[src/rtl/stopwatch_ctrl_if.sv]
// stopwatch_ctrl_if: button inputs and counter/display control outputs of the stopwatch sequencer
interface stopwatch_ctrl_if;
  logic       btn_ss;
  logic       btn_lr;
  logic       sec_tick;
  logic       count_clr;
  logic       lap_hold;
  logic [1:0] state_out;
  modport master (output btn_ss, btn_lr, input sec_tick, count_clr, lap_hold, state_out);
  modport slave  (input btn_ss, btn_lr, output sec_tick, count_clr, lap_hold, state_out);
endinterface

[src/rtl/stopwatch_ctrl.sv]
// stopwatch_ctrl: button conditioning, run/pause/lap/reset FSM and one-second prescaler
// STOPWATCH_LAP_TIMEOUT_EN adds automatic lap release after LAP_HOLD_SECS seconds
module stopwatch_ctrl #(
  parameter int TICK_CYCLES     = 100_000_000,
  parameter int DEBOUNCE_CYCLES = 1_000_000,
  parameter int LAP_HOLD_SECS   = 5
) (
  input logic             clk,
  input logic             rst,
  stopwatch_ctrl_if.slave sw
);
  localparam int PW = $clog2(TICK_CYCLES);
  localparam int DW = $clog2(DEBOUNCE_CYCLES + 1);
  localparam logic [PW-1:0] PRE_LAST = PW'(TICK_CYCLES - 1);
  localparam logic [DW-1:0] DB_LAST  = DW'(DEBOUNCE_CYCLES - 1);
  typedef enum logic [1:0] {IDLE = 2'b00, RUN = 2'b01, LAP = 2'b10, PAUSE = 2'b11} state_t;
  state_t        state_q, state_d;
  logic [1:0]    raw, press;
  logic [PW-1:0] pre_q, pre_d;
  logic          tick_q, clr_q, clr_d, hold_q, counting, timeout, ss, lr;
  assign raw = {sw.btn_lr, sw.btn_ss};
  for (genvar b = 0; b < 2; b++) begin : g_btn
    logic          sync1_q, sync2_q, deb_q, prev_q;
    logic [DW-1:0] cnt_q;
    always_ff @(posedge clk or posedge rst) begin
      if (rst) begin
        sync1_q <= 1'b0;
        sync2_q <= 1'b0;
        deb_q   <= 1'b0;
        prev_q  <= 1'b0;
        cnt_q   <= '0;
      end else begin
        sync1_q <= raw[b];
        sync2_q <= sync1_q;
        prev_q  <= deb_q;
        if (sync2_q == deb_q) cnt_q <= '0;
        else if (cnt_q == DB_LAST) begin
          deb_q <= sync2_q;
          cnt_q <= '0;
        end else cnt_q <= cnt_q + 1'b1;
      end
    end
    assign press[b] = deb_q & ~prev_q;
  end
  assign ss = press[0];
  assign lr = press[1];
  // start/stop outranks lap/reset when both arrive together
  always_comb begin
    state_d = state_q;
    clr_d   = 1'b0;
    case (state_q)
      IDLE:    begin
        state_d = ss ? RUN : IDLE;
        clr_d   = !ss && lr;
      end
      RUN:     state_d = ss ? PAUSE : lr ? LAP : RUN;
      LAP:     state_d = ss ? PAUSE : (lr || timeout) ? RUN : LAP;
      PAUSE:   begin
        state_d = ss ? RUN : lr ? IDLE : PAUSE;
        clr_d   = !ss && lr;
      end
      default: state_d = IDLE;
    endcase
  end
  assign counting = state_q == RUN || state_q == LAP;
  assign pre_d = counting ? (pre_q == PRE_LAST ? '0 : pre_q + 1'b1) : (state_d == IDLE ? '0 : pre_q);
  always_ff @(posedge clk or posedge rst) begin
    if (rst) begin
      state_q <= IDLE;
      pre_q   <= '0;
      tick_q  <= 1'b0;
      clr_q   <= 1'b0;
      hold_q  <= 1'b0;
    end else begin
      state_q <= state_d;
      pre_q   <= pre_d;
      tick_q  <= counting && pre_q == PRE_LAST;
      clr_q   <= clr_d;
      hold_q  <= state_d == LAP;
    end
  end
`ifdef STOPWATCH_LAP_TIMEOUT_EN
  localparam int LW = $clog2(LAP_HOLD_SECS + 1);
  localparam logic [LW-1:0] LAP_LAST = LW'(LAP_HOLD_SECS - 1);
  logic [LW-1:0] lap_q;
  // fires on the final tick so RUN is entered the cycle after it
  assign timeout = state_q == LAP && tick_q && lap_q == LAP_LAST;
  always_ff @(posedge clk or posedge rst) begin
    if (rst) lap_q <= '0;
    else lap_q <= (state_q == LAP && state_d == LAP) ? lap_q + LW'(tick_q) : '0;
  end
`else
  assign timeout = 1'b0;
`endif
  assign sw.sec_tick  = tick_q;
  assign sw.count_clr = clr_q;
  assign sw.lap_hold  = hold_q;
  assign sw.state_out = state_q;
endmodule

[src/flat_wrapper.sv]
// flat-port wrapper written by rule: the top's interface ports become plain ports
module stopwatch_ctrl_flat 
#(
  parameter int TICK_CYCLES     = 100_000_000,
  parameter int DEBOUNCE_CYCLES = 1_000_000,
  parameter int LAP_HOLD_SECS   = 5
)
  (clk, rst, sw_btn_ss, sw_btn_lr, sw_sec_tick, sw_count_clr, sw_lap_hold, sw_state_out);
  stopwatch_ctrl_if sw_i ();
  input logic clk;
  input logic rst;
  input wire logic [$bits(sw_i.btn_ss)-1:0] sw_btn_ss;
  input wire logic [$bits(sw_i.btn_lr)-1:0] sw_btn_lr;
  output wire logic [$bits(sw_i.sec_tick)-1:0] sw_sec_tick;
  output wire logic [$bits(sw_i.count_clr)-1:0] sw_count_clr;
  output wire logic [$bits(sw_i.lap_hold)-1:0] sw_lap_hold;
  output wire logic [$bits(sw_i.state_out)-1:0] sw_state_out;
  assign sw_i.btn_ss = sw_btn_ss;
  assign sw_i.btn_lr = sw_btn_lr;
  assign sw_sec_tick = sw_i.sec_tick;
  assign sw_count_clr = sw_i.count_clr;
  assign sw_lap_hold = sw_i.lap_hold;
  assign sw_state_out = sw_i.state_out;
  stopwatch_ctrl #(.TICK_CYCLES(TICK_CYCLES), .DEBOUNCE_CYCLES(DEBOUNCE_CYCLES), .LAP_HOLD_SECS(LAP_HOLD_SECS)) u_core (.clk(clk), .rst(rst), .sw(sw_i));
endmodule
[config.mk]
export PLATFORM = sky130hd
export DESIGN_NAME = stopwatch_ctrl_flat
export DESIGN_NICKNAME = d
export VERILOG_FILES = /design/src/rtl/stopwatch_ctrl_if.sv /design/src/rtl/stopwatch_ctrl.sv /design/src/flat_wrapper.sv
export SDC_FILE = /design/constraint.sdc
export NUM_CORES = 1
export LEC_CHECK = 0
export CORE_MARGIN = 3
export CORE_UTILIZATION = 28
export DETAILED_ROUTE_END_ITERATION = 10
export PLACE_DENSITY = 0.51
export SETUP_SLACK_MARGIN = 0.5
export SLEW_MARGIN = 20
export SYNTH_ARGS = -nofsm -noshare
export SYNTH_HDL_FRONTEND = slang
export SYNTH_SLANG_ARGS = --single-unit
[constraint.sdc]
create_clock -name clk -period 2.27 [get_ports clk]
set_input_delay 0.227 -clock clk [delete_from_list [all_inputs] [get_ports clk]]
set_output_delay 0.227 -clock clk [all_outputs]
set_load 0.005 [all_outputs]
==> results of run 1 <==
==> critical path, cell delays in order (launching register included) <==
cell	delay, ns
dfrtp_1	0.38
or4_4	0.56
nor4_4	0.28
and3_4	0.23
or2_4	0.13
buf_6	0.11
clkbuf_16	0.15
nor2_2	0.04
==> final timing paths <==
path	from	to	cells past startpoint
min reg2reg	u_core.g_btn[0].sync1_q	u_core.g_btn[0].sync2_q	0
max	u_core.g_btn[0].cnt_q[13]	u_core.g_btn[0].cnt_q[2]	7
max reg2reg	u_core.g_btn[0].cnt_q[13]	u_core.g_btn[0].cnt_q[2]	7
min	rst	u_core.g_btn[0].cnt_q[6]	2
max in group asynchronous	rst	u_core.g_btn[1].cnt_q[3]	3
min in group clk	sw_btn_lr	u_core.g_btn[1].sync1_q	1
==> power by group <==
group          total (W)  internal [W]  switching (W)
clock network    0.00158       0.00102       0.000567
registers        0.00145       0.00144      0.0000114
logic           0.000114     0.0000498      0.0000645
==> state kept, by name, indices dropped and copies added, names as in the netlist <==
name and cells:
u_core.g_btn.cnt_q 40, u_core.g_btn.prev_q 2, u_core.g_btn.deb_q 2, u_core.sw.count_clr 1, u_core.sw.state_out 2, u_core.g_btn.sync1_q 2, u_core.sw.sec_tick 1, u_core.sw.lap_hold 1
u_core.g_btn.sync2_q 2, u_core.pre_q 27
==> metrics by stage <==
step | total power, W | std cells | area (µm²) | util [%]
after detailed placement | 0.001554 | 604 | 4434 | 31.58
after global routing | 0.003284 | 660 | 5500 | 39.17
after floorplan | 0.001523 | 419 | 4116 | -
after CTS | 0.003170 | 636 | 4996 | 35.58
after global placement | 0.001553 | 604 | 4434 | 31.58
final | 0.003147 | 660 | 5500 | 39.17
==> layout make-up <==
| type | count | area [µm²] | share of cell area [%] |
|---|---|---|---|
| well taps | 180 | 225.2 | 4.095 |
| multi-input cells | 315 | 2277 | 41.40 |
| repair buffers | 59 | 626.9 | 11.40 |
| clock inverters | 3 | 65.06 | 1.183 |
| inverters | 11 | 45.04 | 0.8189 |
| flip-flops and latches | 80 | 2004 | 36.44 |
| clock buffers | 12 | 256.5 | 4.663 |
==> routing by layer <==
metal / vias to the layer above / part of all wire (%) / global-route usage, %
met4: 0 / 0.86 / 3.028
met5: - / 0 / 0
li1: 1615 / - / -
met2: 44 / 46 / 18.28
met1: 1605 / 50 / 17.50
met3: 6 / 3.5 / 3.747
==> cell families after synthesis <==
logic type                 after synthesis  synth area share (%)
muxes                                    2                0.5550
buffers and inverters                   25                 2.991
and+or+nand+nor                        192                 24.24
adders and majority gates                7                 2.158
xor gates and xnor gates                41                 8.850
AOI/OAI and AO/OA                       72                 11.87
DFF                                     80                 49.34
==> synth_stat cells, drive strengths merged (2+ instances only) <==
| library cell | instances | area share (%) |
|---|---|---|
| and3 | 13 | 2.0 |
| nand3 | 19 | 2.3 |
| and4 | 6 | 1.3 |
| o31a | 3 | 0.65 |
| inv | 11 | 1.0 |
| xor2 | 27 | 5.8 |
| a31o | 3 | 0.65 |
| and2 | 4 | 0.62 |
| ha | 7 | 2.2 |
| a22o | 2 | 0.43 |
| nand2 | 40 | 3.7 |
| mux2 | 2 | 0.56 |
| a31oi | 16 | 2.6 |
| nor2 | 56 | 5.2 |
| o41ai | 2 | 0.43 |
| a21o | 2 | 0.40 |
| nand4 | 15 | 2.3 |
| xnor2 | 14 | 3.0 |
| a41oi | 3 | 0.65 |
| nor4 | 6 | 1.3 |
| or2 | 3 | 0.46 |
| or4 | 3 | 0.65 |
| buf | 8 | 1.4 |
| nor2b | 2 | 0.31 |
| o2bb2a | 2 | 0.49 |
| clkbuf | 6 | 0.56 |
| dfrtp | 80 | 49 |
| nor3 | 13 | 1.7 |
| nor4b | 3 | 0.65 |
| a21oi | 13 | 1.6 |
| nand2b | 3 | 0.46 |
| or3 | 3 | 0.46 |
| o21ai | 19 | 2.3 |
==> what timing repair did <==
action / in CTS / in global routing
gates cloned: 4 / 2
endpoints found under the setup margin: 67 / 59
setup buffers: 13 / 22
resized for setup: 25 / 69
pin swaps: 14 / 20
==> reports/results.tsv, run 1 <==
stage	metric	value	unit
detailed_routing	viasPerCell	4.955	
yosys	syn_inst	419	
layout	fin_nets	487	
yosys	synth_fp_nets	430	
grt	grt_max_degree	33	
timing	finalCriticalPeriod	1.995	ns
grt	grt_pass1_vias	3244	
layout	fillers	1354	
layout	final_common_cell	dfrtp_1	
timing	whs	0.3031	ns
yosys	ys_warn_count	0	
floorplanning	core-area	14040	µm²
detailed_routing	dr.first_iter.drc_count	244	
clock_network	clock-sinks	80	
layout	post_route_cells_drive_above_1_share	28.54	%
power_and_ir_drop	peakVddDrop	0.0004183	V
yosys	synth_area_per_cell	9.684	µm²
timing	setup_viol	0	
floorplanning	ios	9	
worst_setup_path	path_max_fanout	5	
yosys	ys_types	53	
detailed_routing	ant_nets	0	
yosys	yosysSeqAreaShare	49.34	%
detailed_routing	dr.pass1.iters	4	
layout	n_antenna_cell	0	
worst_setup_path	r2r_slack	0.28	ns
place	dp_hpwl	5.741	mm
timing	slew_headroom	62.34	%
run_status	status	complete, no violations	
floorplanning	core.rowCount	43	
yosys	synth-main-ff-cell	dfrtp_1	
detailed_routing	wirelength	9.571	mm
timing	worstMarginPinSlew	0.5638	ns
layout	final_cell_mix	dfrtp_1 (78), nand2_1 (40), nor2_1 (34)	
clock_network	cts.clk_slew.worst_paths	0.06	ns
timing	postLayoutSetupSlackWorst	0.2753	ns
clock_network	cts_buffers	9	
detailed_routing	drc_errors	0	
timing	timing.setup.tns	0	ns
floorplanning	initial_core_util	28.90	%
job	max_cap_viol_count	0	
grt	grt_pass1_wl	16.11	mm
place	io_buffer_count	8	
worst_setup_path	worstPathArrival	2.23	ns
timing	final_max_slew_viol_count	0	
floorplanning	die_x	126.4	µm
grt	grtUsageTotal	12.28	%
grt	antenna_found_initial	0	
clock_network	h-tree-depth	3	
clock_network	cts_tree	yes	
yosys	synth_edf_count	0	
worst_hold_path	min_path_type	in -> async	
floorplanning	die_h	126.4	µm
timing	hold_viol_final	0	
yosys	syn-cell-area	4058	µm²
yosys	ys_ff_latch	80	
worst_setup_path	criticalPathCategory	reg -> reg	
clock_network	cts-root-buf	clkbuf_16	
timing	period_share	87.87	%
detailed_routing	wl_per_cell	14.50	µm
clock_network	clock_latency	0.34	ns
grt	gr-total-overflow	0	
worst_setup_path	worstPathRequired	2.50	ns
worst_setup_path	cp-start-kind	flip-flop	
place	pre_cts_ws	0.1121	ns
worst_setup_path	end_kind	flip-flop	
power_and_ir_drop	powerDensity	572.2	nW/µm²
clock_network	ctsHoldBuffers	0	
layout	area_growth	35.55	%
power_and_ir_drop	cellLeakagePower	2.333	nW
floorplanning	dieArea	15970	µm²
timing	max_freq	0.5013	GHz
detailed_routing	via_count	3270	
yosys	async_flop_share	100.0	%
timing	rsz0062_at_grt	yes	
place	place_congestion	0.8077	
clock_network	cts_buffer_depth	2	
timing	clock_skew	0.005551	ns
Note: power is estimated with default switching activity, not from simulation.
==> run 2, diff against run 1 <==
SETUP_SLACK_MARGIN = 0.02   (was 0.5)
==> reports/results.tsv, run 2 (synthesis results as in run 1) <==
stage	metric	value	unit
layout	top_regs	u_core.g_btn.cnt_q (40), u_core.pre_q (27)	
place	dp_hpwl	5.876	mm
power_and_ir_drop	peakVddDrop	0.0003745	V
layout	utilization	34.00	%
timing	timing.setup.tns	0	ns
worst_setup_path	worstPathArrival	2.34	ns
worst_setup_path	cp-start-kind	flip-flop	
power_and_ir_drop	cellLeakagePower	2.032	nW
clock_network	cts_buffers	9	
worst_setup_path	critical_path_buf_inv_count	1	
timing	clock_skew	0.01149	ns
layout	n_antenna_cell	0	
worst_setup_path	end_kind	flip-flop	
timing	setup_viol	0	
layout	stdcell_count	624	
worst_setup_path	r2r_cells	5	
detailed_routing	viasPerCell	5.018	
floorplanning	core-area	14040	µm²
layout	fillers	1417	
place	place_congestion	0.7745	
layout	largest_reg_flops	40	
timing	final_max_slew_viol_count	0	
layout	fin_nets	450	
floorplanning	initial_core_util	28.90	%
run_status	status	complete, no violations	
timing	hold_viol_final	0	
grt	grt_max_degree	30	
floorplanning	core.rowCount	43	
timing	rsz0062_at_grt	no	
worst_setup_path	worstPathRequired	2.49	ns
worst_setup_path	crit_family	simple AND/OR/NAND/NOR gates	
clock_network	clock_latency	0.34	ns
clock_network	clock-sinks	80	
clock_network	cts.clk_slew.worst_paths	0.07	ns
worst_setup_path	crit_cells	5	
timing	worstMarginPinSlew	0.6217	ns
worst_setup_path	crit_chain	or4_4 -> nor4_4 -> a31oi_2 -> buf_12 -> a221o_1	
layout	final_common_cell	dfrtp_1	
job	max_cap_viol_count	0	
worst_setup_path	path_max_fanout	28	
worst_setup_path	critPathMaxStageDelay	0.55	ns
timing	slew_headroom	58.47	%
floorplanning	die_x	126.4	µm
floorplanning	die_h	126.4	µm
place	dp_cells	607	
clock_network	cts-root-buf	clkbuf_16	
timing	max_freq	0.4721	GHz
detailed_routing	dr.pass1.iters	4	
floorplanning	ios	9	
grt	grtUsageTotal	11.49	%
detailed_routing	ant_nets	0	
power_and_ir_drop	powerDensity	632.6	nW/µm²
layout	largest-register	u_core.g_btn.cnt_q	
clock_network	cts_tree	yes	
layout	layout.area.seq	2002	µm²
worst_setup_path	slowest_stage	or4_4	
clock_network	h-tree-depth	3	
grt	antenna_found_initial	0	
grt	grt_pass1_wl	15.05	mm
layout	area_growth	17.67	%
layout	multi_input_comb_area	1952	µm²
worst_hold_path	min_path_type	in -> async	
worst_setup_path	criticalPathCategory	reg -> reg	
place	io_buffer_count	8	
clock_network	cts_buffer_depth	2	
grt	grt_pass1_vias	3038	
detailed_routing	wl_per_cell	13.74	µm
timing	finalCriticalPeriod	2.118	ns
timing	period_share	93.31	%
layout	final_cell_mix	dfrtp_1 (80), nor2_1 (55), nand2_1 (40)	
detailed_routing	via_count	3131	
detailed_routing	drc_errors	0	
detailed_routing	dr.first_iter.drc_count	144	
grt	gr-total-overflow	0	
layout	post_route_cells_drive_above_1_share	10.81	%
detailed_routing	wirelength	8.571	mm
floorplanning	dieArea	15970	µm²
## run 2: cell types whose count changed in the layout (fill, tap and decap cells not counted), moves of 7 or more
cell	delta
buf_6	-7
o21ai_0	+10
buf_4	-22
nor2_2	-13
nor2_1	+21
nor2_4	-8
## run 2: path summary, 6_finish.rpt
kind	start	endpoint	slack, ns
setup / recovery	u_core.pre_q[11]	u_core.pre_q[15]	0.15
hold / removal	rst	u_core.g_btn[0].cnt_q[10]	0.32
min in group clk	sw_btn_ss	u_core.g_btn[0].sync1_q	0.32
setup reg to reg	u_core.pre_q[11]	u_core.pre_q[15]	0.15
max in group asynchronous	rst	u_core.pre_q[4]	1.40
hold reg to reg	u_core.g_btn[1].sync1_q	u_core.g_btn[1].sync2_q	0.37
## run 2: repair_timing
action,in CTS,in global routing
setup endpoints to repair,0,5
gates resized for setup,0,3
buffers inserted,0,1
hold buffers,0,0
## run 2: metal layers
metal  global-route usage [%]  share of wire [%]  vias to the layer above  routed length (µm)
li1                         -                  -                     1537                   -
met1                    16.29                 51                     1543                4387
met2                    16.81                 45                       41                3819
met3                    2.063                2.0                       10                 172
met4                    5.804                2.2                        0                 192
met5                        0                  0                        -                   0
## run 2: through the flow
| step | setup slack (ns) | area, µm² | power [W] | hold WS, ns |
|---|---|---|---|---|
| 6_report | 0.1519 | 4775 | 0.003020 | 0.3237 |
| 5_1_grt | 0.08186 | 4775 | 0.003142 | 0.3085 |
| 4_1_cts | 0.07538 | 4750 | 0.003070 | 0.3113 |
| 3_5_place_dp | 0.08792 | 4442 | 0.001555 | 0.3535 |
| 3_3_place_gp | 0.1481 | 4442 | 0.001553 | 0.3358 |
| 2_1_floorplan | 0.2131 | 4061 | 0.001520 | 0.2584 |
## run 2: final cells by class
cell class / instances / share of cell area, %
inverters: 11 / 0.9434
repair buffers: 23 / 5.084
flip-flops and latches: 80 / 41.93
clock inverters: 4 / 1.074
clock buffers: 12 / 5.372
multi-input cells: 314 / 40.88
well taps: 180 / 4.717
## run 2: where the power goes
group / internal, W / total (W) / switching, W
Sequential: 0.00144 / 0.00145 / 0.0000117
Combinational: 0.0000256 / 0.0000748 / 0.0000491
Clock: 0.000914 / 0.00150 / 0.000582
Total: 0.00238 / 0.00302 / 0.000642
==> run 3, diff against run 2 <==
RECOVER_POWER = 50   (was default)
==> reports/results.tsv, run 3 (synthesis results as in run 1) <==
stage	metric	value	unit
floorplanning	dieArea	15970	µm²
detailed_routing	dr.first_iter.drc_count	127	
timing	timing.setup.tns	0	ns
layout	largest_reg_flops	40	
timing	slew_headroom	23.31	%
layout	post_route_cells_drive_above_1_share	10.81	%
grt	gr-total-overflow	0	
timing	whs	0.3628	ns
clock_network	clock_latency	0.34	ns
clock_network	cts.clk_slew.worst_paths	0.06	ns
layout	area_growth	16.87	%
power_and_ir_drop	powerDensity	635.2	nW/µm²
clock_network	cts_buffer_depth	2	
grt	grt_pass1_wl	15.05	mm
grt	gr-max-usage-layer	met2	
floorplanning	core-area	14040	µm²
timing	finalCriticalPeriod	2.118	ns
timing	max_freq	0.4722	GHz
timing	worstMarginPinSlew	1.144	ns
timing	rsz0062_at_grt	no	
clock_network	cts-root-buf	clkbuf_16	
layout	fin_nets	450	
timing	setup_viol	0	
worst_hold_path	min_path_type	reg -> reg	
timing	period_share	93.30	%
grt	grtUsageTotal	11.49	%
clock_network	cts_buffers	9	
clock_network	clock-sinks	80	
detailed_routing	via_count	3134	
worst_setup_path	end_kind	flip-flop	
layout	fillers	1420	
worst_setup_path	cp-start-kind	flip-flop	
grt	antenna_found_initial	0	
layout	top_regs	u_core.g_btn.cnt_q (40), u_core.pre_q (27)	
layout	final_cell_mix	dfrtp_1 (80), nor2_1 (55), nand2_1 (40)	
power_and_ir_drop	cellLeakagePower	2.022	nW
grt	use_met3	2.063	%
detailed_routing	wl_per_cell	13.78	µm
place	io_buffer_count	8	
floorplanning	core.rowCount	43	
job	max_cap_viol_count	0	
place	place_congestion	0.7745	
worst_setup_path	criticalPathCategory	reg -> reg	
grt	use_met2	16.81	%
run_status	status	complete, no violations	
detailed_routing	dr.pass1.iters	4	
grt	grt_max_degree	30	
floorplanning	die_x	126.4	µm
worst_setup_path	worstPathRequired	2.49	ns
floorplanning	initial_core_util	28.90	%
detailed_routing	drc_errors	0	
layout	n_antenna_cell	0	
worst_setup_path	worstPathArrival	2.34	ns
floorplanning	ios	9	
timing	final_max_slew_viol_count	0	
power_and_ir_drop	peakVddDrop	0.0003734	V
detailed_routing	ant_nets	0	
timing	hold_viol_final	0	
clock_network	cts_tree	yes	
timing	clock_skew	0.01101	ns
layout	largest-register	u_core.g_btn.cnt_q	
worst_setup_path	path_max_fanout	28	
detailed_routing	viasPerCell	5.022	
place	dp_hpwl	5.876	mm
clock_network	h-tree-depth	3	
grt	grtUsageMet1	16.29	%
layout	final_common_cell	dfrtp_1	
grt	grt_pass1_vias	3038	
detailed_routing	wirelength	8.596	mm
floorplanning	die_h	126.4	µm
run 3: cell count changes in the layout (fill, tap and decap cells not counted), sizes merged:
cell | previous run | this run
buf | 15 | 13
dlygate4sd3 | 0 | 3
clkdlybuf4s50 | 8 | 5
clkbuf | 12 | 14
run 3: power breakdown:
part	total, W	internal (W)	switching (W)
sequential	0.00145	0.00144	0.0000116
clock	0.00150	0.000914	0.000582
combinational	0.0000664	0.0000187	0.0000477
run 3: area by class of cell:
| cell class | count | area, µm² | share of cell area (%) |
|---|---|---|---|
| multi-input cells | 314 | 1952 | 41.16 |
| inverters | 11 | 42.54 | 0.8971 |
| clock buffers | 12 | 256.5 | 5.409 |
| repair buffers | 23 | 212.7 | 4.485 |
| well taps | 180 | 225.2 | 4.749 |
| clock inverters | 4 | 51.30 | 1.082 |
| flip-flops and latches | 80 | 2002 | 42.22 |
run 3: final timing paths:
| path | start | end | slack, ns | cells after the start |
|---|---|---|---|---|
| worst max register to register | u_core.pre_q[11] | u_core.pre_q[15] | 0.15 | 5 |
| worst min register to register | u_core.g_btn[0].sync1_q | u_core.g_btn[0].sync2_q | 0.36 | 0 |
| min in group asynchronous | rst | u_core.g_btn[0].cnt_q[10] | 0.57 | 2 |
| max in group asynchronous | rst | u_core.g_btn[1].cnt_q[15] | 0.47 | 3 |
| worst max-delay path | u_core.pre_q[11] | u_core.pre_q[15] | 0.15 | 5 |
| worst min-delay path | u_core.g_btn[0].sync1_q | u_core.g_btn[0].sync2_q | 0.36 | 0 |
run 3: through the flow:
| stage | setup WS, ns | instance area (µm²) | util, % | instances | total power (W) |
|---|---|---|---|---|---|
| after floorplan | 0.2131 | 4061 | - | 419 | 0.001520 |
| after global placement | 0.1481 | 4442 | 31.63 | 607 | 0.001553 |
| after detailed placement | 0.08792 | 4442 | 31.63 | 607 | 0.001555 |
| after CTS | 0.07538 | 4750 | 33.82 | 623 | 0.003070 |
| after global routing | 0.08186 | 4742 | 33.77 | 624 | 0.003134 |
| final | 0.1521 | 4742 | 33.77 | 624 | 0.003012 |
run 3: layer usage:
layer | part of all wire (%) | wire length (µm) | vias to the layer above
met5 | 0 | 0 | -
met4 | 2.2 | 192 | 0
met3 | 2.2 | 190 | 10
met2 | 45 | 3837 | 44
met1 | 51 | 4376 | 1543
li1 | - | - | 1537
run 3: worst max-delay path, stage by stage (launching register included):
cell and delay (ns):
dfrtp_1 0.38, or4_4 0.55, nor4_4 0.37, a31oi_2 0.18, buf_12 0.20, a221o_1 0.32
run 3: timing repair:
| action | CTS | global route |
|---|---|---|
| setup endpoints to repair | 0 | 5 |
| resized for setup | 0 | 3 |
| buffers inserted | 0 | 1 |
| hold buffers | 0 | 0 |
